$ cat config.mk
export PLATFORM = sky130hd
export DESIGN_NAME = dal_arbiter_flat
export DESIGN_NICKNAME = d
export VERILOG_FILES = /design/src/rtl/dal_arbiter_if.sv /design/src/rtl/dal_arbiter.sv /design/src/flat_wrapper.sv
export SDC_FILE = /design/constraint.sdc
export NUM_CORES = 1
export LEC_CHECK = 0
export CELL_PAD_IN_SITES_DETAIL_PLACEMENT = 0
export CELL_PAD_IN_SITES_GLOBAL_PLACEMENT = 1
export CORE_MARGIN = 10
export CORE_UTILIZATION = 29
export DETAILED_ROUTE_END_ITERATION = 8
export GPL_ROUTABILITY_DRIVEN = 0
export GPL_TIMING_DRIVEN = 0
export PLACE_DENSITY_LB_ADDON = 0.1
export SLEW_MARGIN = 10
export SYNTH_ARGS = -nofsm -noshare
export SYNTH_HDL_FRONTEND = slang
export SYNTH_SLANG_ARGS = --single-unit
$ cat constraint.sdc
create_clock -name clk20 -period 2.8 [get_ports clk20]
set_clock_uncertainty 0.15 [all_clocks]
set_input_delay 0.56 -clock clk20 [delete_from_list [all_inputs] [get_ports clk20]]
set_output_delay 0.56 -clock clk20 [all_outputs]
set_load 0.01 [all_outputs]
$ cat src/rtl/dal_arbiter_if.sv
// Requester-side and pin-side signals of the BDAL transmit arbiter.
// slave = the arbiter; master = device models / pin logic driving requests.
interface dal_arbiter_if #(
   parameter int NREQ = 3
);
   logic [NREQ-1:0]      req;
   logic [22*NREQ-1:0]   req_dal;
   logic [NREQ-1:0]      req_wtbt;
   logic [NREQ-1:0]      gnt;
   logic [NREQ-1:0]      drive;
   logic                 DALtx;
   logic                 DALst;
   logic                 DALbe_L;
   logic [21:0]          TDAL;
   logic                 TWTBT;
   logic                 timeout;

   modport slave (
      input  req, req_dal, req_wtbt,
      output gnt, drive, DALtx, DALst, DALbe_L, TDAL, TWTBT, timeout
   );

   modport master (
      output req, req_dal, req_wtbt,
      input  gnt, drive, DALtx, DALst, DALbe_L, TDAL, TWTBT, timeout
   );
endinterface

$ cat src/rtl/dal_arbiter.sv
// Rotating-priority arbiter for the shared BDAL/Am2908 transmit path: sequences DALtx, DALst,
// DALbe_L for the granted requester and muxes its TDAL/TWTBT; watchdog forces a stuck holder off.
module dal_arbiter #(
   parameter int NREQ    = 3,
   parameter int SETTLE  = 2,
   parameter int TURN    = 1,
   parameter int TIMEOUT = 64
) (
   input  logic         clk20,
   input  logic         reset_L,
   dal_arbiter_if.slave bus
);
   localparam int IW = (NREQ > 1) ? $clog2(NREQ) : 1;
   localparam int WW = (TIMEOUT > 1) ? $clog2(TIMEOUT) : 1;

   typedef enum logic [2:0] {
      S_IDLE,
      S_SETTLE,
      S_LATCH,
      S_DRIVE,
      S_RELEASE
   } state_t;

   state_t          state_q, state_d;
   logic [3:0]      cnt_q, cnt_d;
   logic [WW-1:0]   wdog_q, wdog_d;
   logic [IW-1:0]   rr_ptr_q, rr_ptr_d;
   logic [NREQ-1:0] blocked_q, blocked_d;
   logic [NREQ-1:0] gnt_q, gnt_d;
   logic [NREQ-1:0] drive_q, drive_d;
   logic            tx_q, tx_d;
   logic            st_q, st_d;
   logic            be_l_q, be_l_d;
   logic            timeout_q, timeout_d;

   logic [NREQ-1:0] eligible;
   logic [NREQ-1:0] win_onehot;
   logic [IW-1:0]   win_idx;
   logic [IW-1:0]   next_ptr;
   logic [IW-1:0]   idx_w;
   logic            any_elig;
   logic            req_held;
   logic            rel;
   int              idx;

   assign eligible = bus.req & ~blocked_q;
   assign req_held = |(bus.req & gnt_q);

   // Scan from the highest offset down so the candidate closest to rr_ptr wins last.
   always_comb begin
      any_elig = 1'b0;
      win_idx  = '0;
      idx      = 0;
      idx_w    = '0;
      for (int off = NREQ - 1; off >= 0; off--) begin
         idx   = (int'(rr_ptr_q) + off) % NREQ;
         idx_w = IW'(idx);
         if (eligible[idx_w]) begin
            any_elig = 1'b1;
            win_idx  = idx_w;
         end
      end
   end

   assign next_ptr = (win_idx == IW'(NREQ - 1)) ? '0 : win_idx + 1'b1;

   always_comb begin
      win_onehot = '0;
      for (int i = 0; i < NREQ; i++) begin
         win_onehot[i] = (win_idx == IW'(i));
      end
   end

   always_comb begin
      bus.TDAL  = '0;
      bus.TWTBT = 1'b0;
      for (int i = 0; i < NREQ; i++) begin
         if (gnt_q[i]) begin
            bus.TDAL  = bus.TDAL | bus.req_dal[22*i +: 22];
            bus.TWTBT = bus.TWTBT | bus.req_wtbt[i];
         end
      end
   end

   always_comb begin
      state_d   = state_q;
      cnt_d     = cnt_q;
      wdog_d    = wdog_q;
      rr_ptr_d  = rr_ptr_q;
      blocked_d = blocked_q & bus.req;
      gnt_d     = gnt_q;
      drive_d   = drive_q;
      tx_d      = tx_q;
      st_d      = 1'b0;
      be_l_d    = be_l_q;
      timeout_d = 1'b0;
      rel       = 1'b0;

      case (state_q)
         S_IDLE: begin
            if (any_elig) begin
               gnt_d    = win_onehot;
               tx_d     = 1'b1;
               rr_ptr_d = next_ptr;
               cnt_d    = '0;
               state_d  = S_SETTLE;
            end
         end
         S_SETTLE: begin
            if (!req_held) begin
               rel = 1'b1;
            end else if (cnt_q == 4'(SETTLE - 1)) begin
               st_d    = 1'b1;
               state_d = S_LATCH;
            end else begin
               cnt_d = cnt_q + 4'd1;
            end
         end
         S_LATCH: begin
            if (!req_held) begin
               rel = 1'b1;
            end else begin
               be_l_d  = 1'b0;
               drive_d = gnt_q;
               wdog_d  = '0;
               state_d = S_DRIVE;
            end
         end
         S_DRIVE: begin
            if (!req_held) begin
               be_l_d  = 1'b1;
               drive_d = '0;
               rel     = 1'b1;
            end else if ((TIMEOUT != 0) && (wdog_q == WW'(TIMEOUT - 1))) begin
               timeout_d = 1'b1;
               blocked_d = blocked_d | gnt_q;
               be_l_d    = 1'b1;
               drive_d   = '0;
               rel       = 1'b1;
            end else begin
               wdog_d = wdog_q + 1'b1;
            end
         end
         S_RELEASE: begin
            if ((TURN == 0) || (cnt_q == 4'(TURN - 1))) begin
               tx_d    = 1'b0;
               gnt_d   = '0;
               state_d = S_IDLE;
            end else begin
               cnt_d = cnt_q + 4'd1;
            end
         end
         default: begin
            state_d = S_IDLE;
         end
      endcase

      // With no turnaround the driver side drops DALtx together with DALbe_L.
      if (rel) begin
         cnt_d = '0;
         if (TURN == 0) begin
            tx_d    = 1'b0;
            gnt_d   = '0;
            state_d = S_IDLE;
         end else begin
            state_d = S_RELEASE;
         end
      end
   end

   always_ff @(posedge clk20 or negedge reset_L) begin
      if (!reset_L) begin
         state_q   <= S_IDLE;
         cnt_q     <= '0;
         wdog_q    <= '0;
         rr_ptr_q  <= '0;
         blocked_q <= '0;
         gnt_q     <= '0;
         drive_q   <= '0;
         tx_q      <= 1'b0;
         st_q      <= 1'b0;
         be_l_q    <= 1'b1;
         timeout_q <= 1'b0;
      end else begin
         state_q   <= state_d;
         cnt_q     <= cnt_d;
         wdog_q    <= wdog_d;
         rr_ptr_q  <= rr_ptr_d;
         blocked_q <= blocked_d;
         gnt_q     <= gnt_d;
         drive_q   <= drive_d;
         tx_q      <= tx_d;
         st_q      <= st_d;
         be_l_q    <= be_l_d;
         timeout_q <= timeout_d;
      end
   end

   assign bus.gnt     = gnt_q;
   assign bus.drive   = drive_q;
   assign bus.DALtx   = tx_q;
   assign bus.DALst   = st_q;
   assign bus.DALbe_L = be_l_q;
   assign bus.timeout = timeout_q;
endmodule

$ cat src/flat_wrapper.sv
// flat-port wrapper written by rule: the top's interface ports become plain ports
module dal_arbiter_flat 
#(
   parameter int NREQ    = 3,
   parameter int SETTLE  = 2,
   parameter int TURN    = 1,
   parameter int TIMEOUT = 64
)
  (clk20, reset_L, bus_req, bus_req_dal, bus_req_wtbt, bus_gnt, bus_drive, bus_DALtx, bus_DALst, bus_DALbe_L, bus_TDAL, bus_TWTBT, bus_timeout);
  dal_arbiter_if #(.NREQ(NREQ)) bus_i ();
  input  logic clk20;
  input  logic reset_L;
  input wire logic [$bits(bus_i.req)-1:0] bus_req;
  input wire logic [$bits(bus_i.req_dal)-1:0] bus_req_dal;
  input wire logic [$bits(bus_i.req_wtbt)-1:0] bus_req_wtbt;
  output wire logic [$bits(bus_i.gnt)-1:0] bus_gnt;
  output wire logic [$bits(bus_i.drive)-1:0] bus_drive;
  output wire logic [$bits(bus_i.DALtx)-1:0] bus_DALtx;
  output wire logic [$bits(bus_i.DALst)-1:0] bus_DALst;
  output wire logic [$bits(bus_i.DALbe_L)-1:0] bus_DALbe_L;
  output wire logic [$bits(bus_i.TDAL)-1:0] bus_TDAL;
  output wire logic [$bits(bus_i.TWTBT)-1:0] bus_TWTBT;
  output wire logic [$bits(bus_i.timeout)-1:0] bus_timeout;
  assign bus_i.req = bus_req;
  assign bus_i.req_dal = bus_req_dal;
  assign bus_i.req_wtbt = bus_req_wtbt;
  assign bus_gnt = bus_i.gnt;
  assign bus_drive = bus_i.drive;
  assign bus_DALtx = bus_i.DALtx;
  assign bus_DALst = bus_i.DALst;
  assign bus_DALbe_L = bus_i.DALbe_L;
  assign bus_TDAL = bus_i.TDAL;
  assign bus_TWTBT = bus_i.TWTBT;
  assign bus_timeout = bus_i.timeout;
  dal_arbiter #(.NREQ(NREQ), .SETTLE(SETTLE), .TURN(TURN), .TIMEOUT(TIMEOUT)) u_core (.clk20(clk20), .reset_L(reset_L), .bus(bus_i));
endmodule
Word-level counts from Yosys, hierarchy flattened
Index checks and enable logic that the tools add are counted.
{ "totals": {"regBits": 28, "output_inout_bits": 33, "word_cells": 128} }
{ "op_classes": {"add_sub_neg": 5, "div": 3, "magnitude_cmp": 3, "n_eq_ne": 22, "muxes": 61, "n_bitwise": 9, "reduce_logical": 14} }
{ "ops": {"columns": ["op", "count"], "rows": [
  ["2-to-1 mux 22 bit", 3],
  ["modulo 32 x 3 -> 32 bit, second input constant", 2],
  ["bitwise OR 22 bit", 2],
  ["2-to-1 mux 3 bit", 13],
  ["modulo 3 x 3 -> 32 bit, second input constant", 1],
  ["2-to-1 mux 1 bit", 22],
  ["2-to-1 mux 4 bit", 5],
  ["2-to-1 mux 6 bit", 3],
  ["!= test 3 x 1 -> 1 bit, second input constant", 5],
  ["one-hot mux 3 bit (5 select lines)", 1],
  ["one-hot mux 3 bit (2 select lines)", 2],
  ["one-hot mux 4 bit (3 select lines)", 1],
  ["one-hot mux 6 bit (2 select lines)", 1],
  ["!= test 2 x 1 -> 1 bit, second input constant", 5],
  ["bitwise AND 3 bit", 3],
  ["less-than comparator 2 x 3 -> 1 bit, second input constant", 3],
  ["2-to-1 mux 2 bit", 4],
  ["adder 6 x 1 -> 6 bit, second input constant", 1],
  ["binary-select mux 1 bit (select 2 bit)", 3],
  ["equality test 3 x 2 -> 1 bit, second input constant", 2],
  ["equality test 6 bit, second input constant", 1],
  ["!= test 3 x 2 -> 1 bit, second input constant", 2],
  ["one-hot mux 1 bit (2 select lines)", 3],
  ["AND reduction 3 bit", 2],
  ["25 further kinds", 27]
]} }

Logic depth before layout (Yosys ltp)
{ "depth": {"ltp_word": 10, "ltp_mapped": 8, "mapped_depth_nobuf": 8} }

Least setup slack after synthesis
Ideal clock, no wire load.
{ "synth_timing": {"kind": "register -> register", "from": "register u_core.rr_ptr_q[0]", "to": "register u_core.gnt_q[1], in the netlist u_core.bus.gnt[1]", "arrival_ps": 1674, "required_time_ps": 2523, "slack_ps": 849, "path_stages_with_launch": 8, "n_path_buf": 0, "period_less_slack_ps": 1951, "cell_sequence": "dfrtp_1 -> inv_1 -> ha_1 -> and2_1 -> a211o_1 -> nor3_2 -> nand2b_1 -> o21ai_0"} }
{ "synth_between": {"elab_chain_len": 10, "word_cells_on_any_way": 22} }
{ "synth_rtl": {"columns": ["item", "line_no", "text"], "rows": [
  ["from (decl)", "dal_arbiter.sv:27", "logic [IW-1:0] rr_ptr_q, rr_ptr_d;"],
  ["from (signal assigned)", "dal_arbiter.sv:188", "rr_ptr_q <= rr_ptr_d;"],
  ["adder 2 x 2 -> 3 bit", "dal_arbiter.sv:56", "idx = (int'(rr_ptr_q) + off) % NREQ;"],
  ["modulo 32 x 3 -> 32 bit", "dal_arbiter.sv:56", null],
  ["binary-select mux 1 bit (select 2 bit)", "dal_arbiter.sv:58", "if (eligible[idx_w]) begin"],
  ["2-to-1 mux 1 bit (implied by the code)", "dal_arbiter.sv:58", null],
  ["2-to-1 mux 2 bit (3 in series)", "dal_arbiter.sv:58", null],
  ["equality test 2 x 1 -> 1 bit", "dal_arbiter.sv:70", "win_onehot[i] = (win_idx == IW'(i));"],
  ["2-to-1 mux 3 bit", "dal_arbiter.sv:101", "if (any_elig) begin"],
  ["one-hot mux 3 bit (2 select lines)", "dal_arbiter.sv:99", "case (state_q)"],
  ["to (signal assigned)", "dal_arbiter.sv:190", "gnt_q <= gnt_d;"],
  ["to (decl)", "dal_arbiter.sv:29", "logic [NREQ-1:0] gnt_q, gnt_d;"]
]} }
Several ways; a longest one is shown, not always the timed one. The select of a mux whose other input is x is not followed.
A chain may end at the register's enable or synchronous reset.

Worst setup path in the final report
{ "layout_timing": {"from": "register u_core.gnt_q[0], in the netlist u_core.bus.gnt[0]", "to": "output port bus_TDAL[14]"} }
{ "layout_between": {"elab_chain_len": 5} }
{ "layout_rtl": {"columns": ["item", "line_no", "text"], "rows": [
  ["2-to-1 mux 22 bit (*)", "dal_arbiter.sv:78", "if (gnt_q[i]) begin"],
  ["bitwise OR 22 bit", "dal_arbiter.sv:79", "bus.TDAL = bus.TDAL | bus.req_dal[22*i +: 22];"],
  ["2-to-1 mux 22 bit (*)", "dal_arbiter.sv:78", null],
  ["bitwise OR 22 bit", "dal_arbiter.sv:79", null],
  ["2-to-1 mux 22 bit (*)", "dal_arbiter.sv:78", null],
  ["to (decl)", "flat_wrapper.sv:21", "output wire logic [$bits(bus_i.TDAL)-1:0] bus_TDAL;"]
]} }
Every way passes the cells marked *; elsewhere a longest branch is shown, timed or not.

==> run metrics <==
Initial Util=a little under a third; RSZ-0062 raised after global routing=no; Top Ports=107; core footprint=6390 um2; EDFF count, synth=0; Cells after Synth=223; final-report setup violation count=0; final setup margin=0.0966 ns; Synth area leaders=dfrtp_1 (35%), a222oi_1 (13%), inv_1 (6.6%); min Tclk post-route=2.70 ns; pin count of the biggest net entering global routing=29; clk buf depth=2; share of cells above drive strength 1=under 10%; clk_lat worst skew=approximately 0.28 ns; final hold viol count=0; Final ANT Viol Nets=0; first-pass GRT wire length=roughly 12000 um; cell area after synthesis=1920 um2; Yosys top cell area share=35.2%; Overall Global Routing Usage=14.1%; syn nets=303; DR vias/cell=5.28; crit start category=flip-flop; Residual DRC=0; number of clock sinks=28; max_slew headroom=54.9%; data arrival time of the critical path=1.99 ns; YS warnings=0; Top FF cell, synth=dfrtp_1; Worst Hold Class=in -> async; ys async rst share=100%; pre-CTS setup slack=0.0726 ns; CP max FO=10; ANT cells=0; Avg Cell Area, Syn=approximately 8.6 um2; number of max-cap violations=0; PD cells=839 nW/um2; Synth-to-Final Area Change=64.4%; CTS root buffer=clkbuf_8; register bit total from synthesis=28; Post-CTS Setup Bufs=0; Leakage=about 0.0015 uW; sequential share of the synthesized area=36.6%; IO buf count=106; status=complete, no violations; DR pass1 iterations=7; clock-pin slew on the worst setup and hold paths=0.10 ns; Worst-Margin Slew=0.673 ns; vias in the first global route=2133; Nets=between 400 and 500; Synth cell types=44; crit end category=output pin; DR WL/cell=18.7 um; Crit Path Category=reg -> out; hold buffer count at CTS=0; Worst VDD drop=around 440 uV; die area=just over 10000 um2; fmax=370 MHz; H-tree depth=1; cell taking the most area after synthesis=dfrtp_1; initial antenna violation count=0; WP data required=2.09 ns; Remaining Overflow, GRT=0; FP Rows=29; Iter 0 DRT Violations=roughly 160; Final period util=96.5%; CTS tree=done; Slew Limit Fails=0; vias=2164; Detail Placement HPWL=6160 um; Die H=roughly 100 um; setup TNS=0 ns; die width=101 um; final WL=7670 um; hold_ws=0.145 ns; cts bufs inserted=3
area by class of cell:
cell class / instances / area, um2
buffer: 15 / 81.3
clock buffer: 4 / 55.1
fill: 612 / 3230
inverter: 34 / 128
multi-input combinational: 146 / 1020
sequential: 28 / 702
tap: 77 / 96.3
timing repair buffer: 106 / 1080
flip-flops by register name, summed over array words and instances (netlist names):
signal and count:
u_core.bus.DALtx 1, u_core.rr_ptr_q 2, u_core.blocked_q 3, u_core.bus.DALbe_L 1, u_core.cnt_q 4, u_core.bus.drive 3
u_core.bus.timeout 1, u_core.bus.DALst 1, u_core.bus.gnt 3, u_core.state_q 3, u_core.wdog_q 6
metal layers:
metal  track usage [%]  share of wire [%]  vias up
li1                  -                  -     1050
met1              18.2                 44     1012
met2              22.9                 45      100
met3              4.02                 10        2
met4              2.89               0.50        0
met5                 0                  0        -
logic make-up (layout without fill, tap and decap cells):
| group | Yosys count | after routing | synth area share, % |
|---|---|---|---|
| buf+inv | 49 | 159 | 10.4 |
| fa+ha+maj | 8 | 8 | 4.95 |
| mux | 4 | 4 | 2.15 |
| simple gates | 57 | 57 | 15.7 |
| compound gates | 77 | 77 | 30.2 |
| flops | 28 | 28 | 36.6 |
stage by stage:
step	std cells	utilization [%]	cell area, um2	power, uW
floorplan	223	-	1920	1610
finish	410	49.4	3160	2650
detailed placement	406	48.1	3070	2420
global placement	406	48.2	3080	2410
CTS	410	49.1	3130	2690
global route	410	49.4	3160	2880
critical path: stages (launching register included):
cell             delay (ns)
dfrtp_1                0.39
buf_2                  0.19
clkbuf_4               0.22
a222oi_1               0.35
inv_1                  0.08
clkdlybuf4s50_1        0.49
report_power, final:
part	switching [uW]	internal (uW)
combinational	930	885
sequential	67.1	509
clock	128	126
cells in the final DEF, fill, tap and decap left out, types with 3 or more instances in the layout:
master,count
a21o_1,4
nand2_1,16
inv_1,34
a22oi_1,4
and2_1,3
mux2i_1,3
nand3_1,8
a21oi_1,10
a211oi_1,3
nor3_1,5
ha_1,6
clkbuf_8,4
o22ai_1,3
nor2_1,7
dfrtp_1,27
a22o_1,4
o21ai_0,17
buf_2,8
dlymetal6s2s_1,8
clkdlybuf4s50_1,97
a222oi_1,24
nand2b_1,3
clkbuf_1,4
cells in the mapped netlist, types with 3 or more instances:
master and number:
a211oi_1 3, a21o_1 4, a21oi_1 10, a222oi_1 24
a22o_1 4, a22oi_1 4, and2_1 3, buf_2 4
clkbuf_1 8, dfrtp_1 27, ha_1 6, inv_1 34
mux2i_1 3, nand2_1 16, nand2b_1 3, nand3_1 8
nor2_1 7, nor3_1 5, o21ai_0 17, o22ai_1 3
worst paths after layout:
check / from / to / slack [ns] / cells after the start
worst min-delay path: reset_L / u_core.cnt_q[0] / 0.15 / 1
worst max register to register: u_core.wdog_q[0] / u_core.wdog_q[5] / 0.61 / 8
worst max-delay path: u_core.bus.gnt[0] / bus_TDAL[14] / 0.1 / 5
min in group clk20: u_core.bus.DALbe_L / u_core.bus.DALbe_L / 0.32 / 2
max in group asynchronous: reset_L / u_core.blocked_q[0] / 1.93 / 1
worst min register to register: u_core.bus.DALbe_L / u_core.bus.DALbe_L / 0.32 / 2
repair_timing:
action                                  CTS  global route
resized for setup                         4            14
endpoints found under the hold margin     0             0
endpoints found under the setup margin    8            18
cloned                                    0             0
pin swaps                                 1             7
Power figures use the tool's default switching activity.
